## src/rtl/imsic_intp_file_ctrl.sv

```systemverilog
// imsic_intp_file_ctrl
//   Per-hart IMSIC interrupt-file controller. It accepts MSI writes (file, identity)
//   and keeps one pending vector per interrupt file. A time-multiplexed scanner
//   publishes the lowest nonzero pending&enabled identity per file as topei.
//   A CSR claim (topei read-and-clear) clears the claimed pending bit.
//   Optional build macro: IMSIC_MSI_FIFO_EN replaces the single MSI stage register
//   with a 4-entry in-order FIFO.
module imsic_intp_file_ctrl #(
  parameter  int NrIntpFiles = 3,
  parameter  int NrSources   = 64,
  parameter  int ScanWidth   = 32,
  localparam int IdW         = $clog2(NrSources),
  localparam int FileW       = (NrIntpFiles > 1) ? $clog2(NrIntpFiles) : 1
) (
  input  logic                           clk_i,
  input  logic                           rst_ni,
  input  logic                           msi_valid_i,
  output logic                           msi_ready_o,
  input  logic [FileW-1:0]               msi_file_i,
  input  logic [IdW-1:0]                 msi_id_i,
  input  logic [NrIntpFiles*NrSources-1:0] eie_i,
  input  logic [NrIntpFiles-1:0]         eidelivery_i,
  input  logic                           claim_valid_i,
  input  logic [FileW-1:0]               claim_file_i,
  output logic [NrIntpFiles*IdW-1:0]     topei_o,
  output logic [NrIntpFiles-1:0]         irq_o
);

  localparam int                NrChunks   = NrSources / ScanWidth;
  localparam int                ChunkW     = (NrChunks > 1) ? $clog2(NrChunks) : 1;
  localparam logic [FileW:0]    NrFilesExt = (FileW+1)'(NrIntpFiles);
  localparam logic [FileW-1:0]  LastFile   = FileW'(NrIntpFiles - 1);
  localparam logic [ChunkW-1:0] LastChunk  = ChunkW'(NrChunks - 1);

  typedef enum logic {SCAN, PUBLISH} scan_state_e;

  // Architectural state.
  logic [NrSources-1:0] pending_q [NrIntpFiles];
  logic [NrSources-1:0] pending_d [NrIntpFiles];
  logic [IdW-1:0]       topei_q   [NrIntpFiles];
  logic [IdW-1:0]       topei_d   [NrIntpFiles];

  // Scanner state.
  scan_state_e       state_q, state_d;
  logic [FileW-1:0]  file_q, file_d;
  logic [ChunkW-1:0] chunk_q, chunk_d;
  logic [IdW-1:0]    best_q, best_d;
  logic              publish;

  // Ingress head (oldest accepted MSI not yet applied).
  logic             head_valid;
  logic [FileW-1:0] head_file;
  logic [IdW-1:0]   head_id;
  logic             head_target_ok;
  logic             head_drain;
  logic             msi_push;

  // Claim decode.
  logic             claim_file_ok;
  logic [FileW-1:0] claim_idx;
  logic             claim_hit;
  logic             collision;

  // Per-file enables viewed as chunks so the scanner can select with narrow indices.
  logic [NrChunks-1:0][ScanWidth-1:0] eie_w [NrIntpFiles];

  for (genvar f = 0; f < NrIntpFiles; f++) begin : g_file
    assign eie_w[f]                 = eie_i[f*NrSources +: NrSources];
    assign topei_o[f*IdW +: IdW]    = topei_q[f];
    assign irq_o[f]                 = eidelivery_i[f] && (topei_q[f] != '0);
  end

  // A claim only acts on a real file whose published identity is nonzero.
  assign claim_file_ok = ({1'b0, claim_file_i} < NrFilesExt);
  assign claim_idx     = claim_file_ok ? claim_file_i : '0;
  assign claim_hit     = claim_valid_i && claim_file_ok && (topei_q[claim_idx] != '0);

  // Writes with id 0 or a nonexistent file are consumed without touching state.
  assign head_target_ok = head_valid && (head_id != '0) && ({1'b0, head_file} < NrFilesExt);
  // A claim presented to the head's file holds the head for that cycle so the
  // pending vector of one file is never set and cleared in the same cycle.
  assign collision      = claim_valid_i && claim_file_ok && head_target_ok &&
                          (head_file == claim_file_i);
  assign head_drain     = head_valid && !collision;
  assign msi_push       = msi_valid_i && msi_ready_o;

`ifdef IMSIC_MSI_FIFO_EN
  logic [FileW-1:0] fifo_file_q [4];
  logic [IdW-1:0]   fifo_id_q   [4];
  logic [1:0]       wptr_q, wptr_d, rptr_q, rptr_d;
  logic [2:0]       cnt_q, cnt_d;

  assign head_valid  = (cnt_q != 3'd0);
  assign head_file   = fifo_file_q[rptr_q];
  assign head_id     = fifo_id_q[rptr_q];
  assign msi_ready_o = rst_ni && (cnt_q != 3'd4);

  // FIFO pointer/occupancy next state.
  always_comb begin
    wptr_d = wptr_q + 2'(msi_push);
    rptr_d = rptr_q + 2'(head_drain);
    cnt_d  = cnt_q + 3'(msi_push) - 3'(head_drain);
  end

  // FIFO pointers and occupancy.
  always_ff @(posedge clk_i) begin
    if (!rst_ni) begin
      wptr_q <= '0;
      rptr_q <= '0;
      cnt_q  <= '0;
    end else begin
      wptr_q <= wptr_d;
      rptr_q <= rptr_d;
      cnt_q  <= cnt_d;
    end
  end

  // FIFO storage.
  // NOTE: the entry array has no reset; occupancy is reset, so stale entries are never read.
  always_ff @(posedge clk_i) begin
    if (msi_push) begin
      fifo_file_q[wptr_q] <= msi_file_i;
      fifo_id_q[wptr_q]   <= msi_id_i;
    end
  end
`else
  logic             stage_valid_q, stage_valid_d;
  logic [FileW-1:0] stage_file_q, stage_file_d;
  logic [IdW-1:0]   stage_id_q, stage_id_d;

  assign head_valid  = stage_valid_q;
  assign head_file   = stage_file_q;
  assign head_id     = stage_id_q;
  assign msi_ready_o = rst_ni && (!stage_valid_q || head_drain);

  // Stage register next state: load on transfer, empty once drained.
  // NOTE: every always_comb output gets a default first so no latch is inferred.
  always_comb begin
    stage_valid_d = stage_valid_q && !head_drain;
    stage_file_d  = stage_file_q;
    stage_id_d    = stage_id_q;
    if (msi_push) begin
      stage_valid_d = 1'b1;
      stage_file_d  = msi_file_i;
      stage_id_d    = msi_id_i;
    end
  end

  // Stage register.
  always_ff @(posedge clk_i) begin
    if (!rst_ni) begin
      stage_valid_q <= 1'b0;
      stage_file_q  <= '0;
      stage_id_q    <= '0;
    end else begin
      stage_valid_q <= stage_valid_d;
      stage_file_q  <= stage_file_d;
      stage_id_q    <= stage_id_d;
    end
  end
`endif

  // Scanner datapath: lowest pending&enabled id in the current chunk (id 0 excluded).
  logic [NrChunks-1:0][ScanWidth-1:0] pend_w;
  logic [ScanWidth-1:0]               cand;
  logic                               found;
  logic [IdW-1:0]                     found_id;

  always_comb begin
    pend_w   = pending_q[file_q];
    cand     = pend_w[chunk_q] & eie_w[file_q][chunk_q];
    found    = 1'b0;
    found_id = '0;
    if (chunk_q == '0) cand[0] = 1'b0;
    for (int i = 0; i < ScanWidth; i++) begin
      if (cand[i] && !found) begin
        found    = 1'b1;
        found_id = IdW'(int'(chunk_q) * ScanWidth + i);
      end
    end
  end

  // Scanner FSM: SCAN walks the chunks of one file, PUBLISH writes its result.
  always_comb begin
    state_d = state_q;
    file_d  = file_q;
    chunk_d = chunk_q;
    best_d  = best_q;
    publish = 1'b0;
    if (claim_hit && (claim_idx == file_q)) begin
      // The partial result may hold the identity being claimed: start this file over.
      state_d = SCAN;
      chunk_d = '0;
      best_d  = '0;
    end else begin
      case (state_q)
        SCAN: begin
          if ((best_q == '0) && found) best_d = found_id;
          if (chunk_q == LastChunk) begin
            chunk_d = '0;
            state_d = PUBLISH;
          end else begin
            chunk_d = chunk_q + 1'b1;
          end
        end
        PUBLISH: begin
          publish = 1'b1;
          best_d  = '0;
          file_d  = (file_q == LastFile) ? '0 : file_q + 1'b1;
          state_d = SCAN;
        end
        default: state_d = SCAN;
      endcase
    end
  end

  // Pending and topei next state; a claim overrides a same-cycle publish.
  always_comb begin
    pending_d = pending_q;
    topei_d   = topei_q;
    if (head_drain && head_target_ok) pending_d[head_file][head_id] = 1'b1;
    if (publish) topei_d[file_q] = best_q;
    if (claim_hit) begin
      pending_d[claim_idx][topei_q[claim_idx]] = 1'b0;
      topei_d[claim_idx]                       = '0;
    end
  end

  // State registers for pending bits, published identities and the scanner.
  // NOTE: sequential state uses non-blocking assignments so all registers update together.
  always_ff @(posedge clk_i) begin
    if (!rst_ni) begin
      pending_q <= '{default: '0};
      topei_q   <= '{default: '0};
      state_q   <= SCAN;
      file_q    <= '0;
      chunk_q   <= '0;
      best_q    <= '0;
    end else begin
      pending_q <= pending_d;
      topei_q   <= topei_d;
      state_q   <= state_d;
      file_q    <= file_d;
      chunk_q   <= chunk_d;
      best_q    <= best_d;
    end
  end

endmodule

```

## config.mk

```make
export PLATFORM = sky130hd
export DESIGN_NAME = imsic_intp_file_ctrl
export DESIGN_NICKNAME = d
export VERILOG_FILES = /design/src/rtl/imsic_intp_file_ctrl.sv
export SDC_FILE = /design/constraint.sdc
export NUM_CORES = 1
export LEC_CHECK = 0
export BUFFER_PORTS_ARGS = -buffer_cell sky130_fd_sc_hd__buf_2
export CAP_MARGIN = 25
export CORE_ASPECT_RATIO = 0.8
export CORE_MARGIN = 3
export CORE_UTILIZATION = 41
export CTS_BUF_LIST = sky130_fd_sc_hd__clkbuf_8
export DETAILED_ROUTE_END_ITERATION = 12
export PLACE_DENSITY_LB_ADDON = 0.1
export SLEW_MARGIN = 20
export SYNTH_ARGS = -nofsm -noshare
export SYNTH_HDL_FRONTEND = slang
export SYNTH_SLANG_ARGS = --single-unit
export TNS_END_PERCENT = 30
```

## constraint.sdc

```tcl
create_clock -name clk_i -period 4.88 [get_ports clk_i]
set_clock_uncertainty 0.05 [all_clocks]
set_input_delay 0 -clock clk_i [delete_from_list [all_inputs] [get_ports clk_i]]
set_output_delay 0 -clock clk_i [all_outputs]
set_load 0.005 [all_outputs]
```

* Word-level counts from Yosys, hierarchy flattened
Index checks and enable logic that the tools add are counted.
** Operators by class
- Reductions and logical operators :: 95
- $lt $le $gt $ge :: 13
- Bitwise logic cells :: 12
- Mux-type cells :: 105
- Add/subtract/negate cells :: 33
- Equal/unequal tests :: 4
** Operators with widths (number)
- $mux 192 :: 2
- $mux 64 :: 6
- $bmux 64 s2 :: 2
- $demux 64 s2 :: 2
- $mux 6 :: 37
- $and 192x192->192 :: 1
- $not 192->192 :: 1
- $or 192x192->192 :: 1
- $mux 32 :: 4
- $add 6x5->6 const B :: 16
- $logic_and 1x1->1 :: 52
- $add 6x4->6 const B :: 8
- $mux 1 :: 40
- $mux 18 :: 2
- $logic_not 1->1 :: 34
- $and 32x32->32 :: 1
- $reduce_bool 6->1 :: 5
- $add 6x3->6 const B :: 4
- $demux 6 s2 :: 2
- $and 18x18->18 :: 1
- $bwmux 18 :: 1
- $not 18->18 :: 1
- $lt 6x7->1 const B :: 2
- $add 6x2->6 const B :: 2
- other kinds (22) :: 35
** Word-level totals
- Output and inout port bits :: 22
- Bits in registers :: 229

* Longest topological paths before layout
Gate-level depths: netlist (run 1).
- Word-level depth :: 105
- Gate-level depth with buffers :: 13

* Worst setup path before layout (run 1)
Ideal clock, no wire load.
- Path kind :: reg2reg
- Start :: register file_q[1]
- End :: register best_q[3]
- Stages on the path, launching flop included :: 9
- Data arrival time :: 2.330 ns
- Path buffers :: 2
- Data required time :: 4.713 ns
- Setup time :: 0.117 ns
- Path slack :: 2.383 ns
- Period minus slack after synthesis :: 2.497 ns
- Path through :: dfxtp_1 -> buf_6 -> nand3b_2 -> buf_6 -> o22ai_1 -> a211o_1 -> or4_1 -> o41a_1 -> a32o_1
** Between the ends
- Cells in the longest elaborated chain, start to end :: 104
- Elaborated cells on any way between the ends :: 145
- Those cells by class :: 2 x eq/ne; 76 x mux; 2 x bitwise; 65 x reduce/logical
** Ends and longest elaborated chain
- start: declaration :: line 45 : logic [FileW-1:0] file_q, file_d;
- start signal: assignment :: line 243 : file_q <= file_d;
- $not 2->3 (implied by the code) :: line 170, 171
- $bmux 64 s2, on equally long branches :: line 170, 171
- $mux 64, on equally long branches (2 in a row) :: line 170, 171
- $mux 32 (implied by the code) (2 in a row) :: line 171 : cand = pend_w[chunk_q] & eie_w[file_q][chunk_q];
- $and 32x32->32 :: line 171
- $mux 1 :: line 174 : if (chunk_q == '0) cand[0] = 1'b0;
- $mux 1 :: line 176 : if (cand[i] && !found) begin
- $logic_not 1->1 :: line 176
- [86 not listed]
- $logic_not 1->1 :: line 176
- $logic_and 1x1->1 :: line 176
- $mux 1 :: line 176
- $logic_not 1->1 :: line 176
- $logic_and 1x1->1 :: line 176
- $mux 6 / $mux 1 (equally long branches) :: line 176
- $mux 6 / $logic_and 1x1->1 (equally long branches) :: line 198 : if ((best_q == '0) && found) best_d = found_id;
- $pmux 6 s2 / $ne 2x2->1 (equally long branches)
- end signal: assignment :: line 245 : best_q <= best_d;
- end: declaration :: line 47 : logic [IdW-1:0] best_q, best_d;
Several ways; a longest one is shown, not always the timed one. The select of a mux whose other input is x is not followed.
A chain may end at the register's enable or synchronous reset.

* Worst setup path in the final report (run 1)
Same ends and word-level chain as after synthesis.

==> results summary, run 1 <==
The number of design rule violations left after detail routing is 0. The clock tree synthesis step divided the H-tree into 2 levels. At the pin with the least slew margin, the transition time is 1.221 ns. The HPWL reported at the end of detailed placement is 31050 um. The total number of vias came out at 12.28k.

In this run the critical register-to-register path is launched from file_q[1]. The number of I/O port buffers came out at 227. The startpoint identified for the worst hold timing path is eie_i[54].

Entering global routing, the biggest net connects 142 pins. The number of rows created at floorplan is 54. Global routing used 29.70% of the available tracks.

The clock sink count is 226. The clock network is responsible for 42.0% of the overall power. In the routed layout, each cell is associated on average with a via count of 6.121. The initial cell density of the core is 42.18%.

The area of the placeable core is 27570 sq um. The detailed-route wire length came out at 47260 um. At the end of the flow, the number of nets in the layout was 1829.

The final worst-path cycle share is 80.20%. The pre-CTS setup slack is 0.9698 ns. The signed area change from the synthesized netlist to the final layout is 20.03%. The synthesized instance count came out at 1419. The most critical setup path has its startpoint at file_q[1].

The final worst setup slack came out at 0.9663 ns. The floorplan step set the die height to 156.6 um. The first-pass GRT wire length is 70680 um. The worst setup path is launched from a flop. The full die area came out at 30430 sq um. The master of the slowest instance on the critical path is sky130_fd_sc_hd__dfxtp_1.

Traced cell by cell, the critical path runs through nand3b_2, o22ai_1, a221oi_1, nor4b_2, nand4_1, o41a_1, a32o_1. Summing all non-filler instances in the final layout gives an area of 13950 sq um. For this run, the slowest stage of the critical path takes 0.90 ns. The count of nets left with antenna violations once routing finished came out at 0.

The post-route netlist has 31.53% of its cells at a drive strength greater than 1. The post-synthesis average cell area came out at 8.193 sq um. The maximum buffer depth of the clock tree is 3. Per report_power, the combinational group accounts for 14.7% of the total.

The root buffer cell chosen for the clock tree is sky130_fd_sc_hd__clkbuf_8. The boundary pin count came out at 231. Summed over all layers, the global routing overflow is 0. Setup repair after global routing left no endpoint under its margin. The power density normalized to cell area is 325.4 nW/um^2. The count of warnings emitted by yosys is 0. STA classifies the critical path endpoint as a flop. The first TritonRoute pass finished after 5 iterations. The total leakage power came out at 5.316 nW. Of all cell types, the one taking the most synthesized area is sky130_fd_sc_hd__dfxtp_1. The tightest min-delay check is of the input port to flop type. Post-CTS timing repair inserted 0 buffers for setup. Clock-pin slew was measured on the worst setup and hold paths at 0.07 ns. In this design, the largest share of critical-path delay is due to compound AO/OA/AOI/OAI gates.

The count of inserted antenna diode cells came out at 0. The final number of max-transition violations was 0. The share of total power consumed by net switching came out at 29.94%. The post-synthesis instance area is 11630 sq um. The part of the power in registers came out at 43.3%. In the synthesized netlist the dominant register cell turns out to be sky130_fd_sc_hd__dfxtp_1.

The global placer's final weighted congestion is 0.9391. The violation count after the first detailed-routing iteration is 1334. The post-place instance area came out at 13000 sq um. Sorting the synthesized cells by area gives the leading types as sky130_fd_sc_hd__dfxtp_1, sky130_fd_sc_hd__o221a_2, sky130_fd_sc_hd__nand2_1. The count of flip-flops with a built-in enable after synthesis came out at 0. The worst-case headroom to the max-slew limit came out at 18.23%. The number of global-route vias before repair is 11.84k. The shortest period the worst path allows is 3.914 ns. The largest voltage drop on the vdd net is 161.4 uV. The power dissipated by switching net loads came out at 0.001359 W. Of the post-synthesis cell area, the dominant cell type holds 38.92%. The number of nets in the synthesized netlist is 1633.

Static timing analysis puts the maximum clock frequency at 0.2555 GHz. The worst slack on hold paths came out at 0.06663 ns. The number of antenna violations at the first check in global routing was 0. Internal power comes to 0.003181 W. The total CTS buffers came out at 39. Sequential elements use 38.92% of the synthesized area. The average routed wire per standard cell is 23.55 um. The total setup violations reported at the end of the flow is 0.

The critical path class is flop to flop. The clock latency of the later-clocked register in the worst-skew pair came out at 0.54 ns. For this run, asynchronously set or reset flops after synthesis account for 0%. The critical-path maximum fanout is 22.

For the worst setup path, the data required time is 5.27 ns. Summed over all failing endpoints, the final setup total negative slack is 0 ns. The die is 194.3 um wide. The tool flagged a number of max-cap violations equal to 0. For the worst setup path, the data arrival time is 4.30 ns. The buffering stage count on the worst path with inverters included came out at 0. Synthesis instantiated 59 different standard cells from the library. The hold violation total from the final report is 0. The flow ran to the end, and the final reports show no timing, DRC or antenna violations. The number of storage elements in the synthesis netlist is 226. TritonCTS built the clock tree.
## area by class of cell
cell class	instances	area [sq um]
tap	364	455.4
clock inverter	19	156.4
multi-input combinational	1075	6646
timing repair buffer	262	1441
inverter	11	41.29
fill	2696	13610
clock buffer	50	688.2
sequential	226	4526
## kinds of logic (layout without fill, tap and decap cells)
| group | Yosys count | after routing | share of synthesized area [%] |
|---|---|---|---|
| AND/OR/NAND/NOR | 660 | 660 | 24.38 |
| AO/OA/AOI/OAI | 381 | 381 | 29.25 |
| flip-flops | 226 | 226 | 38.92 |
| buffers and inverters | 118 | 342 | 4.477 |
| multiplexers | 24 | 24 | 2.066 |
| adder cells (fa/ha/maj) | 5 | 5 | 0.5381 |
| XOR/XNOR | 5 | 5 | 0.3767 |
## Yosys cell counts (all sizes together), types with 2 or more instances
cell	number
nor2b	9
nand3b	12
a32oi	5
or4	5
nand2	279
nor3b	8
a21o	2
a311oi	2
a221oi	3
a31oi	4
inv	11
and3b	3
ha	5
a21oi	14
o21a	3
and2	4
o221a	189
nor3	11
nand3	64
and3	8
or2	3
clkbuf	77
nand2b	9
a211o	3
a2bb2oi	6
mux2i	24
o31a	4
nor4	4
a21boi	3
a221o	18
nor2	237
buf	30
dfxtp	226
o21ai	74
o22ai	38
xor2	5
o21ba	2
nor4b	2
o311ai	3
## through the flow
stage	util, %	power, W	instances
after floorplan	-	0.002348	1419
after global placement	47.16	0.002644	1927
after detailed placement	47.16	0.002647	1927
after CTS	50.62	0.004529	2007
after global routing	50.62	0.004677	2007
final	50.62	0.004540	2007
## timing repair
action / in CTS / in global routing
setup endpoints to repair: 0 / 0
endpoints found under the hold margin: 10 / 0
gates resized for setup: 0 / 0
hold buffers: 11 / 0
## per-layer routing
metal	routed length, um	part of all wire [%]	up-vias	GRT usage [%]
met2	19980	42	711	45.18
met4	1342	2.8	0	9.501
met1	20900	44	5819	42.44
li1	-	-	5655	-
met5	0	0	-	0
met3	5029	11	99	6.113
## path summary, 6_finish.rpt
| path | to | slack [ns] | cells after the start |
|---|---|---|---|
| min | best_q[0] | 0.07 | 6 |
| min reg2reg | pending_q[86] | 0.47 | 1 |
| max | best_q[3] | 0.97 | 7 |
| max reg2reg | best_q[3] | 0.97 | 7 |
## sequential cells by signal, summed over array words and instances, names as in the netlist
| name | flops |
|---|---|
| best_q | 6 |
| chunk_q | 1 |
| file_q | 2 |
| head_file | 2 |
| head_id | 6 |
| head_valid | 1 |
| pending_q | 189 |
| state_q | 1 |
| topei_o | 18 |
## power by group through the flow
| stage | Sequential [W] | Clock [W] | Combinational (W) |
|---|---|---|---|
| after floorplan | 0.00194 | 0 | 0.000407 |
| after global placement | 0.00200 | 0 | 0.000642 |
| after detailed placement | 0.00200 | 0 | 0.000644 |
| after CTS | 0.00196 | 0.00191 | 0.000654 |
| after global routing | 0.00197 | 0.00200 | 0.000710 |
| final | 0.00196 | 0.00191 | 0.000669 |
## layout by cell type, fill, tap and decap left out, types with 4 or more instances in the layout
| cell type | n |
|---|---|
| sky130_fd_sc_hd__nor2b_1 | 8 |
| sky130_fd_sc_hd__ha_1 | 5 |
| sky130_fd_sc_hd__nand2_4 | 4 |
| sky130_fd_sc_hd__nand3_1 | 64 |
| sky130_fd_sc_hd__nand2_1 | 275 |
| sky130_fd_sc_hd__clkbuf_8 | 50 |
| sky130_fd_sc_hd__o31a_1 | 4 |
| sky130_fd_sc_hd__and3_1 | 8 |
| sky130_fd_sc_hd__nand2b_1 | 9 |
| sky130_fd_sc_hd__dlygate4sd3_1 | 11 |
| sky130_fd_sc_hd__xor2_1 | 5 |
| sky130_fd_sc_hd__a32oi_1 | 5 |
| sky130_fd_sc_hd__or4_1 | 5 |
| sky130_fd_sc_hd__nor2_1 | 236 |
| sky130_fd_sc_hd__a31oi_1 | 4 |
| sky130_fd_sc_hd__inv_1 | 24 |
| sky130_fd_sc_hd__nor3b_1 | 5 |
| sky130_fd_sc_hd__nor3_1 | 10 |
| sky130_fd_sc_hd__a2bb2oi_1 | 6 |
| sky130_fd_sc_hd__o221a_2 | 189 |
| sky130_fd_sc_hd__o22ai_1 | 37 |
| sky130_fd_sc_hd__a221o_1 | 18 |
| sky130_fd_sc_hd__a21oi_1 | 14 |
| sky130_fd_sc_hd__o21ai_1 | 8 |
| sky130_fd_sc_hd__nand3b_1 | 11 |
| sky130_fd_sc_hd__o21ai_0 | 66 |
| sky130_fd_sc_hd__mux2i_1 | 24 |
| sky130_fd_sc_hd__dfxtp_1 | 225 |
| sky130_fd_sc_hd__buf_2 | 226 |
| sky130_fd_sc_hd__buf_4 | 24 |
## worst reg2reg max path, stage by stage, from the launching register on
cell and delay [ns]:
sky130_fd_sc_hd__dfxtp_1 0.90, sky130_fd_sc_hd__nand3b_2 0.68, sky130_fd_sc_hd__o22ai_1 0.19, sky130_fd_sc_hd__a221oi_1 0.54, sky130_fd_sc_hd__nor4b_2 0.49, sky130_fd_sc_hd__nand4_1 0.23
sky130_fd_sc_hd__o41a_1 0.48, sky130_fd_sc_hd__a32o_1 0.26
Note: power is estimated with default switching activity, not from simulation.
==> run 2, diff against run 1 <==
Clock period 4.88 ns to 3.3 ns, I/O delays scaled along.
==> results summary, run 2 (synthesis results as in run 1) <==
The critical path class was flop to flop (unchanged). The post-place instance area is 13480 sq um (was 13000 sq um). The worst-case headroom to the max-slew limit came out at 33.33% (was 18.23%). The number of antenna violations at the first check in global routing is 0 (unchanged).

The number of rows created at floorplan came out at 54 (unchanged). The detailed-route wire length came out at 47190 um (was 47260 um). The TritonCTS clock tree is yes (unchanged).

The most numerous cell on the critical path is sky130_fd_sc_hd__buf_4. The number of inserted filler cells in the final layout was 2714 (was 2696). The first-pass GRT wire length is 70880 um (was 70680 um). The final standard cell area without fillers is 14320 sq um (was 13950 sq um).

The total CTS buffers is 39 (unchanged). The number of flip-flops in the largest register came out at 189 (unchanged). The clock slew seen by the registers of the worst setup and hold paths came out at 0.06 ns (was 0.07 ns). Run status: finished, final reports clean (unchanged).

The number of design rule violations left after detail routing came out at 0 (unchanged). The hold violation total from the final report came out at 0 (unchanged). The global routing usage summed across all routing layers is 30.06% (was 29.70%).

The pre-CTS setup slack came out at 0.2054 ns (was 0.9698 ns). The count of non-filler cells in the finished layout is 2048 (was 2007). The HPWL reported at the end of detailed placement is 32680 um (was 31050 um). The power density normalized to cell area came out at 454.0 nW/um^2 (was 325.4 nW/um^2). Setup repair after global routing missed its margin: no (unchanged). The arrival time of data at the critical path endpoint came out at 3.47 ns (was 4.30 ns). The vertical die dimension came to 156.6 um (unchanged).

The number of global-route vias before repair is 11.73k (was 11.84k). The clock sink count is 226 (unchanged). The master of the slowest instance on the critical path is sky130_fd_sc_hd__nor4b_2 (was sky130_fd_sc_hd__dfxtp_1). The shortest period the worst path allows is 3.120 ns (was 3.914 ns).

The critical path data required time is 3.65 ns (was 5.27 ns). The signed area change from the synthesized netlist to the final layout is 23.14% (was 20.03%). The class of the most critical hold timing path is input port to flop (unchanged). The count of inserted antenna diode cells came out at 0 (unchanged). The cell at the root of the clock tree is sky130_fd_sc_hd__clkbuf_8 (unchanged). The final number of max-transition violations was 0 (unchanged). The total number of vias came out at 12.37k (was 12.28k).

The setup TNS came to 0 ns (unchanged). The violation count after the first detailed-routing iteration came out at 1320 (was 1334). The total setup violations reported at the end of the flow came out at 0 (unchanged). The area of the placeable core is 27570 sq um (unchanged). The clock latency of the later-clocked register in the worst-skew pair came out at 0.55 ns (was 0.54 ns).

The critical-path maximum fanout came out at 11 (was 22). The maximum single-stage delay on the critical path is 0.49 ns (was 0.90 ns). The cell total after placement is 1975 (was 1927). The horizontal die dimension is 194.3 um (unchanged).

The largest net degree at the start of global routing is 64 (was 142). Commonest cells after routing, fill and taps aside: sky130_fd_sc_hd__nand2_1, sky130_fd_sc_hd__nor2_1, sky130_fd_sc_hd__buf_2, sky130_fd_sc_hd__dfxtp_1, sky130_fd_sc_hd__o221a_2 (unchanged). The maximum buffer depth of the clock tree is 3 (unchanged). The global route total overflow came out at 0 (unchanged). The final worst setup slack is 0.1796 ns (was 0.9663 ns). The actual slew at the worst max-slew pin came out at 0.9957 ns (was 1.221 ns). The total leakage power is 5.504 nW (was 5.316 nW). The final worst-path cycle share is 94.56% (was 80.20%). The number of routed nets with antenna violations was 0 (unchanged). The largest delay contributor family on the critical path is compound AO/OA/AOI/OAI gates (unchanged). The number of I/O port buffers came out at 227 (unchanged). The largest voltage drop on the vdd net came out at 246.2 uV (was 161.4 uV).

The detail-routed via count per cell came out at 6.038 (was 6.121). The most common cell after layout, fill and taps aside is sky130_fd_sc_hd__nand2_1 (unchanged). The full die area is 30430 sq um (unchanged).

The average routed wire per standard cell is 23.04 um (was 23.55 um). The highest clock frequency the design can meet came to 0.3205 GHz (was 0.2555 GHz). The largest register by flop count is pending_q (unchanged).

The sequential cell area is 4526 sq um (unchanged). The deepest level of the CTS H-tree came out at 2 (unchanged). The detailed-routing iteration count for the pre-antenna-repair pass is 7 (was 5). The post-CTS repair timing setup buffer count is 0 (unchanged).

The post-layout total power came out at 0.006499 W (was 0.004540 W). The type of element capturing the critical path is a flop (unchanged). The fraction of final layout cells with drive strength greater than 1 is 33.43% (was 31.53%). The count of maximum capacitance violations came to 0 (unchanged). The critical path startpoint category is a flop (unchanged).

The global placer's final weighted congestion is 0.9248 (was 0.9391). Worst-path cell chain: buf_4, nand3b_2, buf_4, o22ai_1, a221o_1, nor4b_2, nand4_1, o41a_1, o21ai_1, a31oi_1 (was nand3b_2, o22ai_1, a221oi_1, nor4b_2, nand4_1, o41a_1, a32o_1). The boundary pin count is 231 (unchanged). The initial cell density of the core came out at 42.18% (unchanged).

The buffering stage count on the worst path with inverters included is 2 (was 0). The final layout net count came to 1876 (was 1829). The footprint of the multi-input gates is 6620 sq um (was 6646 sq um).
==> run 2: changes by cell type in the layout (fill, tap and decap cells not counted), sizes merged, moves of 2 or more <==
cell / previous run / this run
clkinvlp: 1 / 3
inv: 24 / 20
bufinv: 3 / 0
buf: 251 / 299
clkbuf: 50 / 48
==> run 2: cell type report <==
type,instances,share of cell area (%)
inverters,11,0.2884
multi-input cells,1075,46.24
clock inverters,15,0.4982
repair buffers,309,13.56
flip-flops and latches,226,31.61
clock buffers,48,4.615
well taps,364,3.181
==> run 2: tightest hold or removal path, delay by kind of cell <==
family,cells,cell delay (ns)
AOI/OAI and AO/OA,1,0.16
buffers and inverters,1,0.09
and+or+nand+nor,2,0.33
==> run 2: metrics by stage <==
| step | util [%] | hold slack (ns) |
|---|---|---|
| after floorplan | - | 0.03964 |
| after global placement | 48.88 | 0.2103 |
| after detailed placement | 48.88 | 0.2109 |
| after CTS | 51.90 | 0.01041 |
| after global routing | 51.93 | 0.002991 |
| final | 51.93 | 0.02689 |
==> run 2: metal layers <==
layer | wire length (um) | global-route usage [%]
met1 | 21290 | 44.13
met5 | 0 | 0
met4 | 1544 | 10.49
met2 | 19510 | 43.51
met3 | 4847 | 6.608
==> run 2: worst paths after layout <==
check	cells past startpoint	end	slack (ns)	startpoint
hold / removal	4	head_valid	0.03	claim_valid_i
setup / recovery	10	best_q[0]	0.18	file_q[1]
setup reg to reg	10	best_q[0]	0.18	file_q[1]
hold reg to reg	1	pending_q[119]	0.47	pending_q[119]
==> run 2: power breakdown <==
| part | total (W) | switching (W) | internal (W) |
|---|---|---|---|
| Clock | 0.00251 | 0.00121 | 0.00130 |
| Sequential | 0.00287 | 0.0000922 | 0.00278 |
| Combinational | 0.00112 | 0.000712 | 0.000406 |
| Total | 0.00650 | 0.00201 | 0.00449 |
==> run 2: what timing repair did <==
| item | in CTS | in global routing |
|---|---|---|
| setup endpoints to repair | 0 | 3 |
| hold buffers | 10 | 0 |
| gates resized for setup | 0 | 1 |
| hold endpoints to repair | 64 | 0 |
